## src/rtl/mandala_ring_gen_pkg.sv

```systemverilog
// Shared constants, palette typedef and LFSR palette-extract helper for the mandala generator.
package mandala_pkg;

   localparam int RGB_W     = 6;
   localparam int MAX_RINGS = 8;

   // feedback taps at bits 15, 14, 12 and 3
   localparam logic [15:0] LFSR_TAPS    = 16'b1101_0000_0000_1000;
   localparam logic [15:0] DEFAULT_SEED = 16'hACE1;

   typedef logic [MAX_RINGS-1:0][RGB_W-1:0] palette_t;

   // top six bits of the LFSR word rotated left by rot
   function automatic logic [RGB_W-1:0] pal_extract(input logic [15:0] lfsr, input logic [3:0] rot);
      logic [31:0] dbl;
      dbl = {lfsr, lfsr} << rot;
      return dbl[31:26];
   endfunction

endpackage

```

## src/rtl/mandala_ring_gen_if.sv

```systemverilog
// Raster-in / video-out bundle between the sync generator and the pin mapping.
interface mandala_ring_gen_if;
   import mandala_pkg::*;

   logic [9:0]       pix_x;
   logic [9:0]       pix_y;
   logic             display_on;
   logic             hsync_in;
   logic             vsync_in;
   logic [RGB_W-1:0] rgb;
   logic             hsync_out;
   logic             vsync_out;

   modport master (output pix_x, pix_y, display_on, hsync_in, vsync_in,
                   input  rgb, hsync_out, vsync_out);
   modport slave  (input  pix_x, pix_y, display_on, hsync_in, vsync_in,
                   output rgb, hsync_out, vsync_out);
endinterface

```

## src/rtl/mandala_ring_gen_palette.sv

```systemverilog
// Free-running LFSR, frame tick, animation phase and ring palette registers.
// Build option: MANDALA_PALETTE_CYCLE_EN reloads the palette on every non-frozen tick.
module mandala_palette
   import mandala_pkg::*;
#(
   parameter int          NUM_RINGS = 4,
   parameter logic [15:0] LFSR_SEED = DEFAULT_SEED
) (
   input  logic       clk,
   input  logic       rst_n,
   input  logic       vsync_in,
   input  logic [2:0] speed,
   input  logic       freeze,
   output logic [9:0] phase,
   output palette_t   palette
);

   logic [15:0] lfsr;
   logic        vsync_prev;
   logic        tick;
   logic        load_en;

   assign tick = vsync_in && !vsync_prev;

`ifdef MANDALA_PALETTE_CYCLE_EN
   assign load_en = tick && !freeze;
`else
   logic loaded;

   assign load_en = tick && !freeze && !loaded;

   always_ff @(posedge clk or negedge rst_n) begin
      if (!rst_n)
         loaded <= 1'b0;
      else if (load_en)
         loaded <= 1'b1;
   end
`endif

   always_ff @(posedge clk or negedge rst_n) begin
      if (!rst_n) begin
         lfsr       <= LFSR_SEED;
         vsync_prev <= 1'b0;
         phase      <= '0;
         palette    <= '0;
      end else begin
         lfsr       <= {lfsr[14:0], ^(lfsr & LFSR_TAPS)};
         vsync_prev <= vsync_in;
         if (tick && !freeze)
            phase <= phase + 10'(speed) + 10'd1;
         // palette samples the LFSR word present on the tick cycle, before it shifts
         if (load_en) begin
            for (int k = 0; k < MAX_RINGS; k++) begin
               if (k < NUM_RINGS)
                  palette[k] <= pal_extract(lfsr, 4'((6 * k) % 16));
            end
         end
      end
   end

endmodule

```

## src/rtl/mandala_ring_gen.sv

```systemverilog
// Three-stage mandala pixel pipeline: distance, squared radius/angle, ring select and colour.
// Build option: MANDALA_PALETTE_CYCLE_EN (see mandala_palette).
module mandala_ring_gen
   import mandala_pkg::*;
#(
   parameter int          CENTER_X  = 320,
   parameter int          CENTER_Y  = 240,
   parameter int          NUM_RINGS = 4,
   parameter int          RING_STEP = 20000,
   parameter logic [15:0] LFSR_SEED = DEFAULT_SEED
) (
   input  logic                clk,
   input  logic                rst_n,
   mandala_ring_gen_if.slave   vid,
   input  logic [2:0]          speed,
   input  logic                freeze,
   output logic [9:0]          phase
);

   localparam logic [9:0] CX = 10'(CENTER_X);
   localparam logic [9:0] CY = 10'(CENTER_Y);

   palette_t    palette;
   logic [9:0]  dx1, dy1;
   logic        de1, hs1, vs1;
   logic [19:0] r2;
   logic [7:0]  angle;
   logic        de2, hs2, vs2;
   logic [2:0]  ring;

   mandala_palette #(
      .NUM_RINGS (NUM_RINGS),
      .LFSR_SEED (LFSR_SEED)
   ) u_palette (
      .clk      (clk),
      .rst_n    (rst_n),
      .vsync_in (vid.vsync_in),
      .speed    (speed),
      .freeze   (freeze),
      .phase    (phase),
      .palette  (palette)
   );

   always_ff @(posedge clk or negedge rst_n) begin
      if (!rst_n) begin
         dx1 <= '0;
         dy1 <= '0;
         de1 <= 1'b0;
         hs1 <= 1'b0;
         vs1 <= 1'b0;
      end else begin
         dx1 <= (vid.pix_x >= CX) ? vid.pix_x - CX : CX - vid.pix_x;
         dy1 <= (vid.pix_y >= CY) ? vid.pix_y - CY : CY - vid.pix_y;
         de1 <= vid.display_on;
         hs1 <= vid.hsync_in;
         vs1 <= vid.vsync_in;
      end
   end

   always_ff @(posedge clk or negedge rst_n) begin
      if (!rst_n) begin
         r2    <= '0;
         angle <= '0;
         de2   <= 1'b0;
         hs2   <= 1'b0;
         vs2   <= 1'b0;
      end else begin
         r2    <= 20'(dx1) * 20'(dx1) + 20'(dy1) * 20'(dy1);
         angle <= (dx1[7:0] ^ dy1[7:0]) + phase[7:0];
         de2   <= de1;
         hs2   <= hs1;
         vs2   <= vs1;
      end
   end

   // thresholds are monotonic, so the last one passed is the ring; boundary values land in the outer ring
   always_comb begin
      ring = '0;
      for (int k = 1; k < MAX_RINGS; k++) begin
         if (k < NUM_RINGS && 32'(r2) >= 32'(k * RING_STEP))
            ring = 3'(k);
      end
   end

   always_ff @(posedge clk or negedge rst_n) begin
      if (!rst_n) begin
         vid.rgb       <= '0;
         vid.hsync_out <= 1'b0;
         vid.vsync_out <= 1'b0;
      end else begin
         vid.rgb       <= (de2 && angle[3'(ring + 3'd4)]) ? palette[ring] : '0;
         vid.hsync_out <= hs2;
         vid.vsync_out <= vs2;
      end
   end

endmodule

```

## src/flat_wrapper.sv

```systemverilog
// flat-port wrapper written by rule: the top's interface ports become plain ports
module mandala_ring_gen_flat import mandala_pkg::*;
#(
   parameter int          CENTER_X  = 320,
   parameter int          CENTER_Y  = 240,
   parameter int          NUM_RINGS = 4,
   parameter int          RING_STEP = 20000,
   parameter logic [15:0] LFSR_SEED = DEFAULT_SEED
)
  (clk, rst_n, speed, freeze, phase, vid_pix_x, vid_pix_y, vid_display_on, vid_hsync_in, vid_vsync_in, vid_rgb, vid_hsync_out, vid_vsync_out);
  mandala_ring_gen_if vid_i ();
  input  logic clk;
  input  logic rst_n;
  input  logic [2:0] speed;
  input  logic freeze;
  output logic [9:0] phase;
  input wire logic [$bits(vid_i.pix_x)-1:0] vid_pix_x;
  input wire logic [$bits(vid_i.pix_y)-1:0] vid_pix_y;
  input wire logic [$bits(vid_i.display_on)-1:0] vid_display_on;
  input wire logic [$bits(vid_i.hsync_in)-1:0] vid_hsync_in;
  input wire logic [$bits(vid_i.vsync_in)-1:0] vid_vsync_in;
  output wire logic [$bits(vid_i.rgb)-1:0] vid_rgb;
  output wire logic [$bits(vid_i.hsync_out)-1:0] vid_hsync_out;
  output wire logic [$bits(vid_i.vsync_out)-1:0] vid_vsync_out;
  assign vid_i.pix_x = vid_pix_x;
  assign vid_i.pix_y = vid_pix_y;
  assign vid_i.display_on = vid_display_on;
  assign vid_i.hsync_in = vid_hsync_in;
  assign vid_i.vsync_in = vid_vsync_in;
  assign vid_rgb = vid_i.rgb;
  assign vid_hsync_out = vid_i.hsync_out;
  assign vid_vsync_out = vid_i.vsync_out;
  mandala_ring_gen #(.CENTER_X(CENTER_X), .CENTER_Y(CENTER_Y), .NUM_RINGS(NUM_RINGS), .RING_STEP(RING_STEP), .LFSR_SEED(LFSR_SEED)) u_core (.clk(clk), .rst_n(rst_n), .vid(vid_i), .speed(speed), .freeze(freeze), .phase(phase));
endmodule
```

## config.mk

```make
export PLATFORM = sky130hd
export DESIGN_NAME = mandala_ring_gen_flat
export DESIGN_NICKNAME = d
export VERILOG_FILES = /design/src/rtl/mandala_ring_gen_pkg.sv /design/src/rtl/mandala_ring_gen_if.sv /design/src/rtl/mandala_ring_gen_palette.sv /design/src/rtl/mandala_ring_gen.sv /design/src/flat_wrapper.sv
export SDC_FILE = /design/constraint.sdc
export NUM_CORES = 1
export LEC_CHECK = 0
export ABC_AREA = 1
export CORE_MARGIN = 1
export CORE_UTILIZATION = 56
export CTS_BUF_LIST = sky130_fd_sc_hd__clkbuf_4 sky130_fd_sc_hd__clkbuf_8 sky130_fd_sc_hd__clkbuf_16
export DETAILED_ROUTE_END_ITERATION = 10
export PLACE_DENSITY = 0.88
export SYNTH_ARGS = -nofsm -noshare
export SYNTH_HDL_FRONTEND = slang
export SYNTH_HIERARCHICAL = 1
export SYNTH_SLANG_ARGS = --single-unit
```

## constraint.sdc

```tcl
create_clock -name clk -period 5.5 [get_ports clk]
set_input_delay 1.375 -clock clk [delete_from_list [all_inputs] [get_ports clk]]
set_output_delay 1.375 -clock clk [all_outputs]
set_load 0.02 [all_outputs]
```

==> results of run 1 <==
==> state kept, by name (all words and copies together), names as in the netlist <==
signal	count
u_core/angle	4
u_core/vid.hsync_out	1
u_core/de1	1
u_core/hs2	1
u_core/dy1	10
u_core/vid.rgb	6
u_core/r2	15
u_core/u_palette/vsync_prev	1
u_core/u_palette/loaded	1
u_core/vs1	1
u_core/dx1	10
u_core/vs2	1
u_core/u_palette/palette	16
u_core/vid.vsync_out	1
u_core/u_palette/lfsr	16
u_core/hs1	1
u_core/de2	1
u_core/u_palette/phase	10
==> worst max-delay path by stage <==
stage | startpoint | end | slack, ps | depth (start not counted)
2_1_floorplan | u_core/dy1[0] | u_core/r2[18] | 5 | 17
3_3_place_gp | u_core/dy1[9] | u_core/r2[18] | -120 | 16
3_5_place_dp | u_core/dx1[4] | u_core/r2[18] | -210 | 18
4_1_cts | u_core/dx1[7] | u_core/r2[18] | -20 | 18
5_1_grt | u_core/dy1[1] | u_core/r2[17] | -120 | 21
6_report | u_core/dx1[5] | u_core/r2[17] | 30 | 19
==> worst register-to-register path: cells and delay by family, from the launching register on <==
family | cells | cell delay [ps]
xor+xnor | 1 | 140
fa+ha+maj | 8 | 3770
simple gates | 5 | 510
buf+inv | 3 | 210
flops | 1 | 440
compound gates | 2 | 280
==> cell type report <==
cell class	count	share of cell area
Multi-Input combinational cell	749	0.5692
Sequential cell	97	0.2054
Clock buffer	10	0.01951
Clock inverter	6	0.004300
Tap cell	229	0.02402
Timing Repair Buffer	107	0.07804
Inverter	316	0.09954
==> cell usage in the layout (no fill, tap or decap), types with 6 or more instances in the layout <==
master	n
xor2_1	43
dfrtp_1	79
a21oi_1	26
ha_4	10
a21oi_2	8
o21a_1	6
clkdlybuf4s50_1	45
nor2_1	40
nand3b_1	7
nand2_1	225
o21ai_0	15
nor2_2	16
nand4_1	8
nand2_4	6
inv_1	306
nand3_1	39
inv_2	8
xnor2_1	18
buf_4	58
nand2_2	24
dfstp_2	8
fa_1	125
ha_1	86
clkbuf_16	9
dfrtp_2	10
==> repair_timing <==
action	CTS	global route
gates resized for setup	11	72
setup endpoints to repair	9	12
hold buffers	0	0
pin swaps	6	52
buffers inserted	6	9
==> per-layer routing <==
| metal | up-vias | part of all wire | track usage |
|---|---|---|---|
| met5 | - | 0 | 0 |
| met4 | 0 | 0.033 | 0.09118 |
| met3 | 76 | 0.051 | 0.04415 |
| met2 | 315 | 0.52 | 0.4724 |
| met1 | 3956 | 0.40 | 0.3183 |
| li1 | 3687 | - | - |
==> stage by stage <==
step	worst slack [ps]	util	hold slack [ps]	setup TNS, ps
after global placement	-124.3	0.6224	332.2	-162.7
after CTS	-23.21	0.6443	350.0	-23.21
final	30.49	0.6618	349.8	0
after global routing	-124.9	0.6618	357.2	-465.1
after detailed placement	-210.9	0.6224	334.7	-667.2
after floorplan	4.582	-	331.2	0
==> results_dict.tcl, run 1 <==
set metrics [dict create \
    fp.dieW_um 137.7 \
    cpMostUsedCell "fa_1" \
    avgSynthCellArea_um2 8.622 \
    synthCells 1196 \
    setup_viol 0 \
    first_pass_iters 5 \
    fmax_mhz 182.8 \
    grt_pass1_vias 8217 \
    initial_core_util 0.5721 \
    clockRootBuffer "clkbuf_16" \
    final_layout_size_suffix_gt1_frac 0.1502 \
    critPathTopFamily "adder cells" \
    cp_slowest_stage_delay_ps 540 \
    layoutNonFillerInstCount 1514 \
    path_buf_inv 3 \
    worstPathMaxFanout 5 \
    grt_start_max_net_pins 73 \
    port_buffers 46 \
    critPathRequiredTime_ps 5730 \
    outcome "finished, final reports clean" \
    drc 0 \
    cts_made_buffers 9 \
    criticalPathCategory "flop to flop" \
    holdPathEnd "u_core/de2" \
    min_path_type "flop to flop" \
    crit_slowest_cell "fa_1" \
    worstPathCellList "nand2_1 > inv_1 > fa_1 > fa_1 > fa_1 > fa_1 > inv_1 > fa_1 > fa_1 > inv_1 > fa_1 > ha_4 > a21oi_4 > o21ai_2 > nand2_1 > nand4_1 > nand2_1 > nand2_1 > xor2_1" \
    syn-cell-area_mm2 0.01031 \
    ys_warn_count 54 \
    tightest_slew_ps 866.0 \
    arrival_ps 5700 \
    grt_first_pass_wirelength_um 38090 \
    final.period_utilization 0.9945 \
    seq_area_mm2 0.002450 \
    grt-ovfl-total 0 \
    place_congestion 0.8990 \
    hold_depth 0 \
    rr_endpoint "u_core/r2[17]" \
    nFillCells 1283 \
    diodes 0 \
    fin_crit_ps 5470 \
    fin_nets 1536 \
    final_area_mm2 0.01193 \
    clk_path_buf_depth 2 \
    track_usage 0.2632 \
    cts_tree "done" \
    drt_iter0_drc 608 \
    post-place-cells 1483 \
    clk_pin_slew_worst_paths_ps 70 \
    reg2reg_from "u_core/dx1[5]" \
    viasPerCell 5.306 \
    syn_nets 1452 \
    hold_viol_final 0 \
    cts_num_sinks 97 \
    syn2layout_area_growth_pct 15.68 \
    multi_input_area_mm2 0.006790 \
    drt_wl_total_um 23880 \
    clock_latency_ps 360 \
    die_h_um 137.7 \
    wire_per_inst_um 15.77 \
    max_cap_viol_count 0 \
    slew_headroom 0.4227 \
    rows 49 \
    core_mm2 0.01802 \
    clock_skew_ps 9.242 \
    start_kind "flop" \
    die_area_mm2 0.01896 \
    reg2reg_depth 19 \
    cp-end-kind "flop" \
    reg2reg_slack_ps 30 \
    place_area_mm2 0.01122 \
    drv_slew 0 \
    ios 47 \
    dp_hpwl_um 18060 \
    antenna_found_initial 0 \
    worstHoldStart "u_core/de1" \
    ant_nets 0 \
    htree_num_levels 3 \
    num_vias 8034 \
]
Power of run 1 is not shown: default switching activity piles up to over one toggle a cycle in this logic, so the estimate is an artifact.
==> inputs of run 2 (changes only) <==
--- a/config.mk
+++ b/config.mk
@@ -5,7 +5,6 @@
 export SDC_FILE = /design/constraint.sdc
 export NUM_CORES = 1
 export LEC_CHECK = 0
-export ABC_AREA = 1
 export CORE_MARGIN = 1
 export CORE_UTILIZATION = 56
 export CTS_BUF_LIST = sky130_fd_sc_hd__clkbuf_4 sky130_fd_sc_hd__clkbuf_8 sky130_fd_sc_hd__clkbuf_16
==> run 2 against run 1 <==
  * The run now ends with negative setup slack left
  * Global-route usage is essentially flat
  * Sequential share of layout area grew 0.20 points
  * Worst hold slack gained 0.66 ps
  * Critical path depth is the same
  * Area after synthesis shrank 5.0%
  * Clock-buffer cell count shrank 1
  * Setup slack lost 470 ps
  * Critical path type unchanged
  * Synthesized cell count shrank 20%
==> results_dict.tcl, run 2 <==
set metrics [dict create \
    outcome "complete, but fails checks" \
    violations "negative setup slack" \
    cp-end-kind "flop" \
    synthCells 957 \
    rsz0062_at_grt "yes" \
    criticalPathCategory "flop to flop" \
    seq_area_mm2 0.002456 \
    fin_crit_ps 5935 \
    core_mm2 0.01682 \
    worstHoldStart "u_core/hs1" \
    dp_hpwl_um 16490 \
    fin_nets 1338 \
    critPathRequiredTime_ps 5730 \
    critPathTopFamily "adder cells" \
    place_ws_ps -410.8 \
    syn2layout_area_growth_pct 20.88 \
    drc 0 \
    diodes 0 \
    final_cell_mix "199 x inv_1, 126 x fa_1, 96 x buf_4" \
    setup_viol 8 \
    start_kind "flop" \
    drt_wl_total_um 22410 \
    cts_made_buffers 9 \
    syn-cell-area_mm2 0.009797 \
    reg2reg_slack_ps -430 \
    nFillCells 1048 \
    path_depth 19 \
    crit_slowest_cell "fa_1" \
    clock_skew_ps 7.212 \
    grt_first_pass_wirelength_um 36740 \
    min_path_type "flop to flop" \
    max_cap_viol_count 0 \
    viasPerCell 5.437 \
    die_area_mm2 0.01803 \
    clk_pin_slew_worst_paths_ps 80 \
    worstPathMaxFanout 4 \
    path_buf_inv 3 \
    slew_headroom 0.3442 \
    cts_num_sinks 97 \
    reg2reg_from "u_core/dx1[6]" \
    clk_path_buf_depth 2 \
    tightest_slew_ps 981.6 \
    syn_nets 1213 \
    final_core_util 0.7041 \
    use_met2 0.4706 \
    fp.dieW_um 134.3 \
    final.period_utilization 1.079 \
    cts_tree "done" \
    first_pass_iters 7 \
    holdPathEnd "u_core/hs2" \
    cp_slowest_stage_delay_ps 560 \
    top_regs "u_core/u_palette/lfsr (16), u_core/u_palette/palette (16), u_core/r2 (15)" \
    ios 47 \
    grt_pass1_vias 7697 \
    clockRootBuffer "clkbuf_16" \
    port_buffers 46 \
    grt-ovfl-total 0 \
    reg2reg_depth 19 \
    startpoint "u_core/dx1[6]" \
    clock_latency_ps 350 \
    htree_num_levels 3 \
    ys_warn_count 54 \
    cpMostUsedCell "fa_1" \
    arrival_ps 6160 \
    grtUsageMet3 0.03439 \
    place_congestion 0.8649 \
    hold_viol_final 0 \
    drt_iter0_drc 382 \
    rows 47 \
    drv_slew 0 \
    busiest_layer "met2" \
    track_usage 0.2628 \
    initial_core_util 0.5825 \
    hold_depth 0 \
    rr_endpoint "u_core/r2[19]" \
    avgSynthCellArea_um2 10.24 \
    antenna_found_initial 0 \
    grt_util_met1 0.3167 \
    grt_start_max_net_pins 58 \
    die_h_um 134.3 \
    wire_per_inst_um 17.15 \
    multi_input_area_mm2 0.006799 \
    worst_slack_ps -434.8 \
    num_vias 7106 \
    mostFrequentLayoutCell "inv_1" \
    fmax_mhz 168.5 \
    worstPathCellList "and2_4 > fa_1 > fa_1 > fa_1 > fa_1 > inv_2 > fa_1 > fa_1 > inv_1 > fa_1 > ha_4 > nand3_4 > a21oi_4 > a211oi_4 > buf_4 > a211oi_4 > o21bai_1 > a32o_1 > xnor2_1" \
    final_layout_size_suffix_gt1_frac 0.2116 \
    ant_nets 0 \
]
-- run 2: worst max path at each step --
| stage | endpoint |
|---|---|
| global placement | u_core/r2[19] |
| detailed placement | u_core/r2[19] |
| floorplan | u_core/r2[17] |
| global route | u_core/r2[19] |
| finish | u_core/r2[19] |
| CTS | u_core/r2[19] |
-- run 2: per-layer routing --
metal	part of all wire	routed length (um)	up-vias
li1	-	-	3208
met1	0.39	8729	3582
met2	0.52	11720	250
met3	0.046	1035	66
met4	0.041	923	0
met5	0	0	-
-- run 2: what timing repair did --
action,in CTS,in global routing
hold buffers,0,0
buffers inserted,19,4
pin swaps,38,27
endpoints found under the setup margin,9,11
resized for setup,48,35
-- run 2: through the flow --
stage | std cells | hold slack (ps) | setup TNS, ps | area, um2
2_1_floorplan | 957 | 331.2 | -240.1 | 10000
5_1_grt | 1307 | 362.6 | -3337 | 11840
3_5_place_dp | 1274 | 335.5 | -2044 | 11090
4_1_cts | 1307 | 352.0 | -1250 | 11690
3_3_place_gp | 1274 | 332.3 | -1083 | 11090
6_report | 1307 | 350.4 | -2218 | 11840
-- run 2: worst reg2reg max path: cells and delay by family, from the launching register on --
kind / cells / cell delay (ps)
compound gates: 5 / 870
xor+xnor: 1 / 130
fa+ha+maj: 8 / 3810
buf+inv: 3 / 250
flops: 1 / 470
simple gates: 2 / 300
-- run 2: layout make-up --
class                      count  area share
clock buffer                   9     0.01902
clock inverter                 7    0.006022
inverter                     204     0.06466
multi-input combinational    622      0.5741
sequential                    97      0.2074
tap                          220     0.02324
timing repair buffer         148      0.1055
Power of run 2 is left out for the same reason.
==> inputs of run 3 (changes only) <==
--- a/config.mk
+++ b/config.mk
@@ -12,5 +12,4 @@
 export PLACE_DENSITY = 0.88
 export SYNTH_ARGS = -nofsm -noshare
 export SYNTH_HDL_FRONTEND = slang
-export SYNTH_HIERARCHICAL = 1
 export SYNTH_SLANG_ARGS = --single-unit
==> run 3 against run 2 <==
  * Cell count grew 1.8%
  * First-iteration DRC count grew 34%
  * Maximum frequency grew 1.2%
  * Worst hold slack gained 5.0 ps
  * Core utilization grew 0.65 points
  * Critical path depth grew 1
  * The run still ends with negative setup slack left
  * Non-clock buffer count grew 4
  * Largest cell class unchanged
  * Clock-buffer cell count is the same
  * Routed wire length grew 15%
  * Setup slack gained 73 ps
==> results_dict.tcl, run 3 <==
set metrics [dict create \
    drt_wl_total_um 25720 \
    synth_common_cells "223 x inv_1, 129 x fa_1, 98 x ha_1" \
    fin_nets 1361 \
    fin_crit_ps 5862 \
    viasPerCell 5.666 \
    synth_top_area_share 0.2651 \
    syn2layout_area_growth_pct 22.24 \
    fmax_mhz 170.6 \
    grt_start_max_net_pins 61 \
    synth_most_common_cell "inv_1" \
    critPathRequiredTime_ps 5760 \
    num_vias 7536 \
    cts_num_sinks 96 \
    cp-end-kind "flop" \
    reg2reg_from "u_core.dx1[2]" \
    seq_area_mm2 0.002425 \
    synthFlopType "dfrtp_1" \
    clockRootBuffer "clkbuf_16" \
    clock_skew_ps 9.548 \
    synthCells 968 \
    cp_slowest_stage_delay_ps 580 \
    final_cell_mix "211 x inv_1, 126 x fa_1, 105 x buf_4" \
    yosysTopAreaCell "fa_1" \
    seq_area_frac_synth 0.2476 \
    start_kind "flop" \
    ant_nets 0 \
    synth_edf_count 0 \
    criticalPathCategory "flop to flop" \
    core_mm2 0.01676 \
    avgSynthCellArea_um2 10.07 \
    drt_iter0_drc 512 \
    mostFrequentLayoutCell "inv_1" \
    crit_slowest_cell "fa_1" \
    final.period_utilization 1.066 \
    htree_num_levels 3 \
    rows 47 \
    drc 0 \
    max_cap_viol_count 0 \
    tightest_slew_ps 712.3 \
    clk_pin_slew_worst_paths_ps 80 \
    nFillCells 1015 \
    fp.dieW_um 133.9 \
    ys_top_cells_by_area "fa_1 27%, dfrtp_1 23%, ha_1 13%" \
    port_buffers 46 \
    track_usage 0.2882 \
    syn-cell-area_mm2 0.009743 \
    hold_viol_final 0 \
    top_regs "u_core.u_palette.lfsr (16), u_core.u_palette.palette (16), u_core.r2 (15)" \
    hold_depth 0 \
    clk_path_buf_depth 2 \
    arrival_ps 6130 \
    clock_latency_ps 370 \
    worst_slack_ps -362.3 \
    path_buf_inv 6 \
    reg2reg_slack_ps -360 \
    ios 47 \
    worstPathCellList "nand2_2 > fa_1 > inv_2 > fa_1 > inv_2 > fa_1 > inv_1 > fa_1 > fa_1 > fa_1 > inv_2 > fa_1 > inv_2 > ha_4 > a21o_4 > buf_4 > a31oi_4 > nor4_2 > or2_4 > o211ai_1" \
    hold_slack_ps 355.4 \
    cpMostUsedCell "fa_1" \
    rr_endpoint "u_core.r2[18]" \
    grt-ovfl-total 0 \
    multi_input_area_mm2 0.006809 \
    synth_cell_type_count 61 \
    rsz0062_at_grt "yes" \
    antenna_found_initial 0 \
    reg2reg_depth 20 \
    min_path_type "flop to flop" \
    dp_hpwl_um 18040 \
    ys_ff_latch 96 \
    ys_warn_count 24 \
    final_layout_size_suffix_gt1_frac 0.2171 \
    place_congestion 0.9176 \
    syn_nets 1224 \
    setup_viol 10 \
    first_pass_iters 4 \
    violations "negative setup slack" \
    cts_tree "done" \
    die_area_mm2 0.01793 \
    die_h_um 133.9 \
    critPathTopFamily "adder cells" \
    grt_pass1_vias 8257 \
    holdPathEnd "u_core.vid.vsync_out" \
    initial_core_util 0.5813 \
    wire_per_inst_um 19.33 \
    worstHoldStart "u_core.vs2" \
    cts_made_buffers 9 \
    drv_slew 0 \
    outcome "complete, but fails checks" \
    diodes 0 \
    async_flop_share 1.000 \
    slew_headroom 0.5230 \
    grt_first_pass_wirelength_um 39570 \
    cts_hold_buf 0 \
    worstPathMaxFanout 5 \
]
run 3: repair_timing:
item | 4_1_cts | 5_1_grt
setup buffers | 18 | 12
hold endpoints to repair | 0 | 0
pin swaps | 36 | 34
setup endpoints to repair | 8 | 11
gates resized for setup | 36 | 37
run 3: final cells by class:
| class | instances | share of cell area |
|---|---|---|
| clock buffers | 9 | 0.01891 |
| inverters | 223 | 0.07028 |
| well taps | 220 | 0.02311 |
| clock inverters | 7 | 0.006513 |
| multi-input cells | 623 | 0.5717 |
| repair buffers | 152 | 0.1059 |
| flip-flops and latches | 96 | 0.2036 |
run 3: cells by family (layout without fill, tap and decap cells):
family                   count (synthesis)  count (layout)  synth area share
XOR/XNOR                                61              61           0.05483
flip-flops                              96              96            0.2476
AND/OR/NAND/NOR                        195             195           0.09747
buffers and inverters                  249             391           0.09696
adder cells (fa/ha/maj)                227             227            0.3909
AO/OA/AOI/OAI                          116             116           0.08476
multiplexers                            24              24           0.02748
run 3: stage by stage:
step	cell area (um2)	TNS [ps]	cells	setup slack (ps)	utilization
floorplan	9968	-4.009	968	-4.009	-
detailed placement	11110	-1841	1285	-315.7	0.6628
global placement	11110	-970.3	1285	-176.2	0.6628
global route	11910	-3795	1330	-482.1	0.7106
CTS	11680	-1282	1319	-247.0	0.6969
finish	11910	-2345	1330	-362.3	0.7106
run 3: how the worst max path moves through the flow:
| stage | slack, ps | start | depth (start not counted) | endpoint |
|---|---|---|---|---|
| 2_1_floorplan | -4 | u_core.dy1[7] | 21 | u_core.r2[18] |
| 3_3_place_gp | -180 | u_core.dx1[6] | 21 | u_core.r2[19] |
| 3_5_place_dp | -320 | u_core.dy1[4] | 20 | u_core.r2[18] |
| 4_1_cts | -250 | u_core.dx1[3] | 18 | u_core.r2[18] |
| 5_1_grt | -480 | u_core.dx1[2] | 21 | u_core.r2[15] |
| 6_report | -360 | u_core.dx1[2] | 20 | u_core.r2[18] |
run 3: worst reg2reg max path, cell delays in order, from the launching register on:
cell and delay (ps):
dfrtp_1 460, nand2_2 120, fa_1 580, inv_2 50, fa_1 530, inv_2 50
fa_1 500, inv_1 50, fa_1 520, fa_1 440, fa_1 520, inv_2 50
fa_1 420, inv_2 100, ha_4 220, a21o_4 230, buf_4 140, a31oi_4 160
nor4_2 90, or2_4 280, o211ai_1 230
run 3: routing by layer:
layer,part of all wire,track usage
met1,0.37,0.3212
met2,0.51,0.5210
met3,0.062,0.06425
met4,0.054,0.1351
met5,0,0
Power of run 3 is left out for the same reason.
